$ cat src/rtl/m26_rx_line_deser_pkg.sv
// Shared types and constants for the Mimosa26 RX line deserializer.
package m26_rx_pkg;

  localparam int unsigned WORD_W  = 16;
  localparam int unsigned MKD_LEN = 4;
  localparam logic [MKD_LEN:0] MKD_PATTERN = 5'b01111;

  typedef enum logic [2:0] {
    IDLE,
    HEADER,
    FCNT,
    LEN,
    DATA,
    TRAILER
  } state_e;

endpackage

$ cat src/rtl/m26_rx_line_deser_if.sv
// Serial input / word output bundle of one Mimosa26 data line.
// FCNT_ERROR exists only when M26_RX_FCNT_CHECK_EN is defined.
interface m26_rx_line_deser_if;

  logic                          MKD_RX;
  logic                          DATA_RX;
  logic                          WRITE;
  logic                          FRAME_START;
  logic [m26_rx_pkg::WORD_W-1:0] DATA;
  logic                          LEN_ERROR;
  logic                          RESYNC_ERROR;
`ifdef M26_RX_FCNT_CHECK_EN
  logic                          FCNT_ERROR;
`endif

`ifdef M26_RX_FCNT_CHECK_EN
  modport master (
    output MKD_RX, DATA_RX,
    input  WRITE, FRAME_START, DATA, LEN_ERROR, RESYNC_ERROR, FCNT_ERROR
  );
  modport slave (
    input  MKD_RX, DATA_RX,
    output WRITE, FRAME_START, DATA, LEN_ERROR, RESYNC_ERROR, FCNT_ERROR
  );
`else
  modport master (
    output MKD_RX, DATA_RX,
    input  WRITE, FRAME_START, DATA, LEN_ERROR, RESYNC_ERROR
  );
  modport slave (
    input  MKD_RX, DATA_RX,
    output WRITE, FRAME_START, DATA, LEN_ERROR, RESYNC_ERROR
  );
`endif

endinterface

$ cat src/rtl/m26_rx_line_deser_mkd_detect.sv
// Marker history and start-of-frame detect: fires once when the 4th
// consecutive MKD bit is sampled after a 0.
module m26_mkd_detect
  import m26_rx_pkg::*;
(
  input  logic clk_i,
  input  logic rst_ni,
  input  logic mkd_i,
  output logic det_o
);

  // Only the last MKD_LEN bits are stored; the incoming bit completes the window.
  logic [MKD_LEN-1:0] mkd_sr_q;
  logic [MKD_LEN:0]   mkd_sr_d;

  assign mkd_sr_d = {mkd_sr_q, mkd_i};
  assign det_o    = (mkd_sr_d == MKD_PATTERN);

  always_ff @(posedge clk_i or negedge rst_ni) begin
    if (!rst_ni) begin
      mkd_sr_q <= '0;
    end else begin
      mkd_sr_q <= mkd_sr_d[MKD_LEN-1:0];
    end
  end

endmodule

$ cat src/rtl/m26_rx_line_deser.sv
// Mimosa26 per-line deserializer: recovers 16-bit words and tracks the
// header/fcnt/len/data/trailer frame. Optional FCNT continuity check: M26_RX_FCNT_CHECK_EN.
module m26_rx_line_deser
  import m26_rx_pkg::*;
#(
  parameter int unsigned MAX_WORDS = 570,
  parameter int unsigned CNT_W     = 10
)(
  input  logic                CLK_RX,
  input  logic                RST_N,
  m26_rx_line_deser_if.slave  bus
);

  localparam logic [WORD_W-1:0] MAX_LEN = WORD_W'(MAX_WORDS);

  state_e              state_q, state_d;
  logic [3:0]          bit_cnt_q, bit_cnt_d;
  logic [CNT_W-1:0]    word_cnt_q, word_cnt_d;
  logic [WORD_W-1:0]   sr_q;
  logic [WORD_W-1:0]   data_q, data_d;
  logic                write_q, write_d;
  logic                fs_q, fs_d;
  logic                len_err_q, len_err_d;
  logic                resync_q, resync_d;
  logic                mkd_det;
  logic                word_done;

  m26_mkd_detect u_mkd_detect (
    .clk_i  (CLK_RX),
    .rst_ni (RST_N),
    .mkd_i  (bus.MKD_RX),
    .det_o  (mkd_det)
  );

  // bit_cnt_q is the index of the bit held in sr_q[0]; 15 means sr_q is a full word.
  assign word_done = (state_q != IDLE) && (bit_cnt_q == 4'd15);

  always_comb begin
    state_d    = state_q;
    bit_cnt_d  = bit_cnt_q;
    word_cnt_d = word_cnt_q;
    data_d     = data_q;
    write_d    = 1'b0;
    fs_d       = 1'b0;
    len_err_d  = 1'b0;
    resync_d   = 1'b0;

    if (state_q != IDLE) begin
      bit_cnt_d = bit_cnt_q + 4'd1;
    end

    if (word_done) begin
      write_d = 1'b1;
      data_d  = sr_q;
      unique case (state_q)
        HEADER: begin
          state_d = FCNT;
          fs_d    = 1'b1;
        end
        FCNT: state_d = LEN;
        LEN: begin
          if (sr_q > MAX_LEN) begin
            len_err_d = 1'b1;
            state_d   = IDLE;
          end else if (sr_q == '0) begin
            state_d = TRAILER;
          end else begin
            word_cnt_d = CNT_W'(sr_q - 16'd1);
            state_d    = DATA;
          end
        end
        DATA: begin
          if (word_cnt_q == '0) begin
            state_d = TRAILER;
          end else begin
            word_cnt_d = word_cnt_q - CNT_W'(1);
          end
        end
        TRAILER: state_d = IDLE;
        default: ;
      endcase
    end

    // A marker landing exactly on trailer completion is a clean back-to-back frame.
    if (mkd_det) begin
      if ((state_q != IDLE) && !((state_q == TRAILER) && word_done)) begin
        resync_d = 1'b1;
      end
      state_d   = HEADER;
      bit_cnt_d = 4'd3;
    end
  end

  always_ff @(posedge CLK_RX or negedge RST_N) begin
    if (!RST_N) begin
      state_q    <= IDLE;
      bit_cnt_q  <= '0;
      word_cnt_q <= '0;
      sr_q       <= '0;
      data_q     <= '0;
      write_q    <= 1'b0;
      fs_q       <= 1'b0;
      len_err_q  <= 1'b0;
      resync_q   <= 1'b0;
    end else begin
      state_q    <= state_d;
      bit_cnt_q  <= bit_cnt_d;
      word_cnt_q <= word_cnt_d;
      sr_q       <= {sr_q[WORD_W-2:0], bus.DATA_RX};
      data_q     <= data_d;
      write_q    <= write_d;
      fs_q       <= fs_d;
      len_err_q  <= len_err_d;
      resync_q   <= resync_d;
    end
  end

  assign bus.WRITE        = write_q;
  assign bus.FRAME_START  = fs_q;
  assign bus.DATA         = data_q;
  assign bus.LEN_ERROR    = len_err_q;
  assign bus.RESYNC_ERROR = resync_q;

`ifdef M26_RX_FCNT_CHECK_EN
  logic [WORD_W-1:0] fcnt_last_q, fcnt_last_d;
  logic              fcnt_vld_q, fcnt_vld_d;
  logic              fcnt_err_q, fcnt_err_d;

  always_comb begin
    fcnt_last_d = fcnt_last_q;
    fcnt_vld_d  = fcnt_vld_q;
    fcnt_err_d  = 1'b0;
    if (word_done && (state_q == FCNT)) begin
      fcnt_err_d  = fcnt_vld_q && (sr_q != fcnt_last_q + 16'd1);
      fcnt_last_d = sr_q;
      fcnt_vld_d  = 1'b1;
    end
  end

  always_ff @(posedge CLK_RX or negedge RST_N) begin
    if (!RST_N) begin
      fcnt_last_q <= '0;
      fcnt_vld_q  <= 1'b0;
      fcnt_err_q  <= 1'b0;
    end else begin
      fcnt_last_q <= fcnt_last_d;
      fcnt_vld_q  <= fcnt_vld_d;
      fcnt_err_q  <= fcnt_err_d;
    end
  end

  assign bus.FCNT_ERROR = fcnt_err_q;
`endif

endmodule

$ cat src/flat_wrapper.sv
// flat-port wrapper written by rule: the top's interface ports become plain ports
module m26_rx_line_deser_flat import m26_rx_pkg::*;
#(
  parameter int unsigned MAX_WORDS = 570,
  parameter int unsigned CNT_W     = 10
)
  (CLK_RX, RST_N, bus_MKD_RX, bus_DATA_RX, bus_WRITE, bus_FRAME_START, bus_DATA, bus_LEN_ERROR, bus_RESYNC_ERROR);
  m26_rx_line_deser_if bus_i ();
  input  logic CLK_RX;
  input  logic RST_N;
  input wire logic [$bits(bus_i.MKD_RX)-1:0] bus_MKD_RX;
  input wire logic [$bits(bus_i.DATA_RX)-1:0] bus_DATA_RX;
  output wire logic [$bits(bus_i.WRITE)-1:0] bus_WRITE;
  output wire logic [$bits(bus_i.FRAME_START)-1:0] bus_FRAME_START;
  output wire logic [$bits(bus_i.DATA)-1:0] bus_DATA;
  output wire logic [$bits(bus_i.LEN_ERROR)-1:0] bus_LEN_ERROR;
  output wire logic [$bits(bus_i.RESYNC_ERROR)-1:0] bus_RESYNC_ERROR;
  assign bus_i.MKD_RX = bus_MKD_RX;
  assign bus_i.DATA_RX = bus_DATA_RX;
  assign bus_WRITE = bus_i.WRITE;
  assign bus_FRAME_START = bus_i.FRAME_START;
  assign bus_DATA = bus_i.DATA;
  assign bus_LEN_ERROR = bus_i.LEN_ERROR;
  assign bus_RESYNC_ERROR = bus_i.RESYNC_ERROR;
  m26_rx_line_deser #(.MAX_WORDS(MAX_WORDS), .CNT_W(CNT_W)) u_core (.CLK_RX(CLK_RX), .RST_N(RST_N), .bus(bus_i));
endmodule
$ cat config.mk
export PLATFORM = sky130hd
export DESIGN_NAME = m26_rx_line_deser_flat
export DESIGN_NICKNAME = d
export VERILOG_FILES = /design/src/rtl/m26_rx_line_deser_pkg.sv /design/src/rtl/m26_rx_line_deser_if.sv /design/src/rtl/m26_rx_line_deser_mkd_detect.sv /design/src/rtl/m26_rx_line_deser.sv /design/src/flat_wrapper.sv
export SDC_FILE = /design/constraint.sdc
export NUM_CORES = 1
export LEC_CHECK = 0
export ABC_AREA = 1
export CORE_MARGIN = 2
export CORE_UTILIZATION = 50
export CTS_CLUSTER_SIZE = 28
export DETAILED_ROUTE_END_ITERATION = 7
export PLACE_DENSITY = 0.79
export SLEW_MARGIN = 20
export SYNTH_ARGS = -nofsm -noshare
export SYNTH_HDL_FRONTEND = slang
export SYNTH_HIERARCHICAL = 1
export SYNTH_SLANG_ARGS = --single-unit
$ cat constraint.sdc
create_clock -name CLK_RX -period 2.1 [get_ports CLK_RX]
set_input_delay 0.42 -clock CLK_RX [delete_from_list [all_inputs] [get_ports CLK_RX]]
set_output_delay 0.42 -clock CLK_RX [all_outputs]
set_load 0.1 [all_outputs]
Word level (Yosys, flattened, before mapping)
Cells that the tools add are included.

Memories: 0. Bits in registers: 57. ROM bits: 0. RAM bits: 0. Output and inout port bits: 20. Bits of input ports: 4. Latch bits: 0. Word-level logic and storage cells: 58.

Reductions and logical operators: 13. Add/subtract/negate cells: 3. Muxes and demuxes: 20. Magnitude comparators: 1. Equality and inequality tests: 11. Div/mod/pow operators: 0. $mul: 0. Shift-type cells: 0. Bitwise operators: 0.

Operators with widths (count): $mux W10 (3); $pmux W10 S2 (1); $sub A10 B1 Y10 const B (2); $gt A16 B10 Y1 const B (1); $logic_not A16 Y1 (1); $pmux W3 S5 (1); $mux W3 (4); $logic_not A10 Y1 (1); $mux W1 (9); $mux W4 (2); $eq A3 B2 Y1 const B (2); $eq A3 B3 Y1 const B (2); $ne A2 B2 Y1 const B (3); $reduce_bool A2 Y1 (3); $reduce_bool A6 Y1 (1); $eq A5 B4 Y1 const B (1); $reduce_and A5 Y1 (1); $add A4 B1 Y4 const B (1); $eq A4 B4 Y1 const B (1); $eq A3 B1 Y1 const B (1); $logic_and A1 B1 Y1 (3); $ne A3 B1 Y1 const B (1); $reduce_and A3 Y1 (1); $reduce_bool A3 Y1 (1); $logic_not A1 Y1 (1).

Depth between registers and ports, before layout
Depth in word-level cells: 7. Depth in mapped cells: 12. Depth with buffers taken out: 12.

Modules after synthesis
Netlist, hierarchy kept.

Modules (own cells, without submodules): m26_rx_line_deser (area each 2587.5 µm², seq. area each 1326.3 µm², cells each 304, instances 1); m26_mkd_detect (area each 116.4 µm², seq. area each 100.1 µm², cells each 8, instances 1).

Worst setup path before layout
No wires, ideal clock.

Kind: register -> register. From: register u_core.state_q[0]. To: register u_core.word_cnt_q[6]. Stages on the path, launching flop included: 12. Buffers on the path: 0. Arrival time: 1.604 ns. Clock period less this slack: 1.720 ns. Library setup time: 0.116 ns. Data required time: 1.984 ns. Path slack: 0.380 ns. Cell sequence: dfrtp_1 > nor2_4 > nand2_4 > o21ai_2 > ha_1 > nand2_1 > nor2_4 > nand2_1 > nand3_1 > nand2_1 > nand2_1 > nand2_1.

Longest elaborated chain between the ends: 3. Elaborated cells on any way between the ends: 10. Classes of those cells: 5 x eq/ne; 1 x mux; 4 x reduce/logical.

RTL lines: start, declared (RTL line m26_rx_line_deser.sv:16) `state_e state_q, state_d;`; start signal, assigned (RTL line m26_rx_line_deser.sv:106) `state_q <= state_d;`; $eq A3 B3 Y1, or another cell as far along (RTL line m26_rx_line_deser.sv:55) `unique case (state_q)`; $ne A2 B2 Y1 (no line), or another cell as far along; $reduce_and A5 Y1 (no line); end signal, assigned (RTL line m26_rx_line_deser.sv:108) `word_cnt_q <= word_cnt_d;`; end, declared (RTL line m26_rx_line_deser.sv:18) `logic [CNT_W-1:0] word_cnt_q, word_cnt_d;`.

Several ways; a longest one is shown, not always the timed one. A chain may end at the register's enable or synchronous reset.

Final worst setup path
From: register u_core.state_q[1]. To: register u_core.word_cnt_q[6].

The elaborated chain is that of the path after synthesis.

==> reports/results.tsv <==
stage	metric	value	unit
cells_and_area	layout-drive-gt1-share	20.40	%
grt	grt_pass1_vias	2023	
cells_and_area	nets	350	
drt	totalWireLength	5124	um
power_and_ir_drop	p_clk_share	44.1	%
clock_tree	clock-sinks	57	
clock_tree	root_buffer	clkbuf_8	
grt	antenna_found_initial	0	
setup_path	crit_arrival	2.12	ns
drt	dr.pass1.iters	4	
status	status	finished, final reports clean	
setup_path	crit_chain	nor2_4 -> nand2_4 -> o21ai_4 -> ha_1 -> nand2_1 -> nor2_4 -> nand2_1 -> nand3_1 -> nand2_1 -> nand2_1 -> nand2_1	
synthesis	synthCells	312	
setup_path	required	2.33	ns
synthesis	yosysWarnings	6	
setup_path	max_stage_delay	0.43	ns
setup_path	rrSetupSlack	0.21	ns
placement	dp_cells	403	
sta	min_period_over_period	90.01	%
clock_tree	cts_resized	0	
clock_tree	clock_path_buffers	2	
sta	worst_slew_pin_slew	0.4302	ns
synthesis	synth_area_per_cell	8.666	sq um
grt	grt_use_total	19.78	%
floorplan	coreArea	0.005172	sq mm
floorplan	row_count	26	
placement	place_congestion	0.8588	
clock_tree	cts_inserted_buffers	9	
cells_and_area	area_growth	17.08	%
setup_path	cp_slowest_cell	dfrtp_1	
sta	slew_viol_final	0	
drt	viasPerCell	4.923	
synthesis	synth.yosys.seq_area_share	52.75	%
floorplan	design.portCount	24	
synthesis	synth_seq_cells	57	
sta	finalCriticalPeriod	1.890	ns
power_and_ir_drop	combPwrFrac	5.2	%
setup_path	r2r-end	u_core/word_cnt_q[6]	
sta	slew_headroom	71.29	%
setup_path	crit_top_cell	nand2_1	
synthesis	synthDistinctLibCells	31	
drt	detail-route-antenna-nets	0	
clock_tree	htreeDepth	3	
cells_and_area	diodes	0	
setup_path	crit_type	reg2reg	
synthesis	syn_area	0.002704	sq mm
grt	grt_pass1_wl	9246	um
placement	hpwl	3673	um
floorplan	dieArea	0.006012	sq mm
power_and_ir_drop	swShare	23.20	%
clock_tree	clk_pin_slew	0.06	ns
power_and_ir_drop	p_leak	0.001619	uW
clock_tree	tritoncts	built	
sta	tns	0	ns
drt	drt_iter0_drc	84	
power_and_ir_drop	max-vdd-ir-drop	0.4703	mV
drt	routedWlPerCell	12.26	um
clock_tree	clock_latency	0.34	ns
sta	clock.fmax	0.5290	GHz
floorplan	die_w	77.54	um
drt	vias	2058	
drt	drc	0	
setup_path	r2r_cells	11	
power_and_ir_drop	seqPwrFrac	50.6	%
setup_path	crit_buf_inv	0	
power_and_ir_drop	p_per_area	712.6	mW/mm^2
sta	setup_viol	0	
setup_path	critical-path-top-delay-family	simple AND/OR/NAND/NOR gates	
worst_hold_path	hold_path_class	in2async	
setup_path	worstSetupPathDepth	11	
setup_path	critPathMaxFanout	12	
grt	grt_max_degree	58	
sta	hold_viol_final	0	
clock_tree	hold_buffers	0	
run	drv_cap	0	
placement	port_buffers	23	
grt	grt-ovfl-total	0	
power_and_ir_drop	p_int	1732	uW
sta	rsz0062_at_grt	no	
synthesis	syn_nets	318	
sta	skew	0.004925	ns
cells_and_area	fin_cells	418	
clock_tree	cts_setup_buffers	0	
floorplan	die_height	77.54	um
setup_path	start_kind	register	
floorplan	initial_core_util	52.27	%
setup_path	cp-end-kind	register	
setup_path	worstReg2RegStart	u_core/state_q[1]	
cells_and_area	fill_cells	446	
power_and_ir_drop	switching_power	523.4	uW
[Yosys cell counts (all sizes together)]
cell type | instances | area (sq um)
dfrtp | 57 | 1426
inv | 33 | 126.4
nand3 | 24 | 150.1
nor2 | 27 | 155.2
xor2 | 2 | 17.52
xnor2 | 2 | 17.52
buf | 6 | 45.04
nand2 | 120 | 488.0
a21oi | 6 | 33.78
nor4 | 1 | 6.260
nor3 | 6 | 41.29
o21ai | 21 | 123.9
ha | 2 | 25.02
o2111ai | 1 | 8.760
clkinv | 1 | 5.000
nand4 | 3 | 33.78
[state kept, by name, indices dropped and copies added, names as in the netlist, 3 cells and up]
signal	cells
u_core/bit_cnt_q	4
u_core/bus.DATA	16
u_core/sr_q	16
u_core/state_q	3
u_core/u_mkd_detect/mkd_sr_q	4
u_core/word_cnt_q	10
[metrics by stage]
| stage | total power, uW | utilization (%) | setup slack (ns) | area, sq um | hold slack, ns |
|---|---|---|---|---|---|
| global route | 2360 | 61.20 | 0.004076 | 3166 | 0.09488 |
| global placement | 1278 | 57.31 | 0.2396 | 2964 | 0.3565 |
| detailed placement | 1280 | 57.31 | 0.1556 | 2964 | 0.3596 |
| finish | 2256 | 61.20 | 0.2097 | 3166 | 0.07248 |
| floorplan | 1230 | - | 0.3799 | 2704 | 0.1244 |
| CTS | 2284 | 61.05 | 0.1450 | 3158 | 0.07513 |
[routing by layer]
metal / up-vias / wire, um / global-route usage, %
met5: - / 0 / 0
met4: 0 / 55 / 6.429
met3: 7 / 206 / 7.907
met2: 44 / 2543 / 29.74
met1: 963 / 2318 / 26.23
li1: 1044 / - / -
[kinds of logic after synthesis]
kind of cell | Yosys count | synth area share, %
simple gates | 181 | 32.35
compound gates | 28 | 6.155
buf+inv | 40 | 6.524
fa+ha+maj | 2 | 0.9253
flops | 57 | 52.75
xor+xnor | 4 | 1.296
[layout make-up]
class | instances | area (sq um) | share of cell area, %
flip-flops and latches | 57 | 1426 | 45.06
repair buffers | 27 | 217.7 | 6.877
clock buffers | 10 | 137.6 | 4.348
well taps | 70 | 87.58 | 2.767
inverters | 34 | 131.4 | 4.150
clock inverters | 5 | 56.30 | 1.779
multi-input cells | 215 | 1109 | 35.02
[power by group through the flow]
| stage | Clock, uW | Sequential (uW) | Combinational, uW |
|---|---|---|---|
| after detailed placement | 0 | 1160 | 118 |
| final | 996 | 1140 | 118 |
| after global routing | 1080 | 1150 | 136 |
| after floorplan | 0 | 1160 | 71.3 |
| after global placement | 0 | 1160 | 117 |
| after CTS | 1020 | 1140 | 119 |
[how the worst max path moves through the flow]
stage	to	from
2_1_floorplan	u_core/word_cnt_q[6]	u_core/state_q[0]
3_3_place_gp	u_core/state_q[0]	bus_MKD_RX
3_5_place_dp	u_core/word_cnt_q[6]	u_core/state_q[0]
4_1_cts	u_core/word_cnt_q[6]	u_core/state_q[0]
5_1_grt	u_core/word_cnt_q[6]	u_core/state_q[0]
6_report	u_core/word_cnt_q[6]	u_core/state_q[1]
[cells in the final DEF, fill, tap and decap left out, types with 2 or more instances in the layout]
cell type / instances
nand2_1: 113
dfrtp_1: 57
inv_1: 29
buf_4: 23
nand3_1: 21
nor2_1: 19
o21ai_0: 16
clkbuf_8: 10
nor3_1: 5
a21oi_1: 5
nor2_4: 4
nand2_4: 4
o21ai_2: 4
clkinv_2: 3
nor2_2: 3
inv_2: 3
nand2_2: 3
clkdlybuf4s50_1: 2
nand4_1: 2
nand3_4: 2
xnor2_1: 2
xor2_1: 2
ha_1: 2
Note: power is estimated with default switching activity, not from simulation.
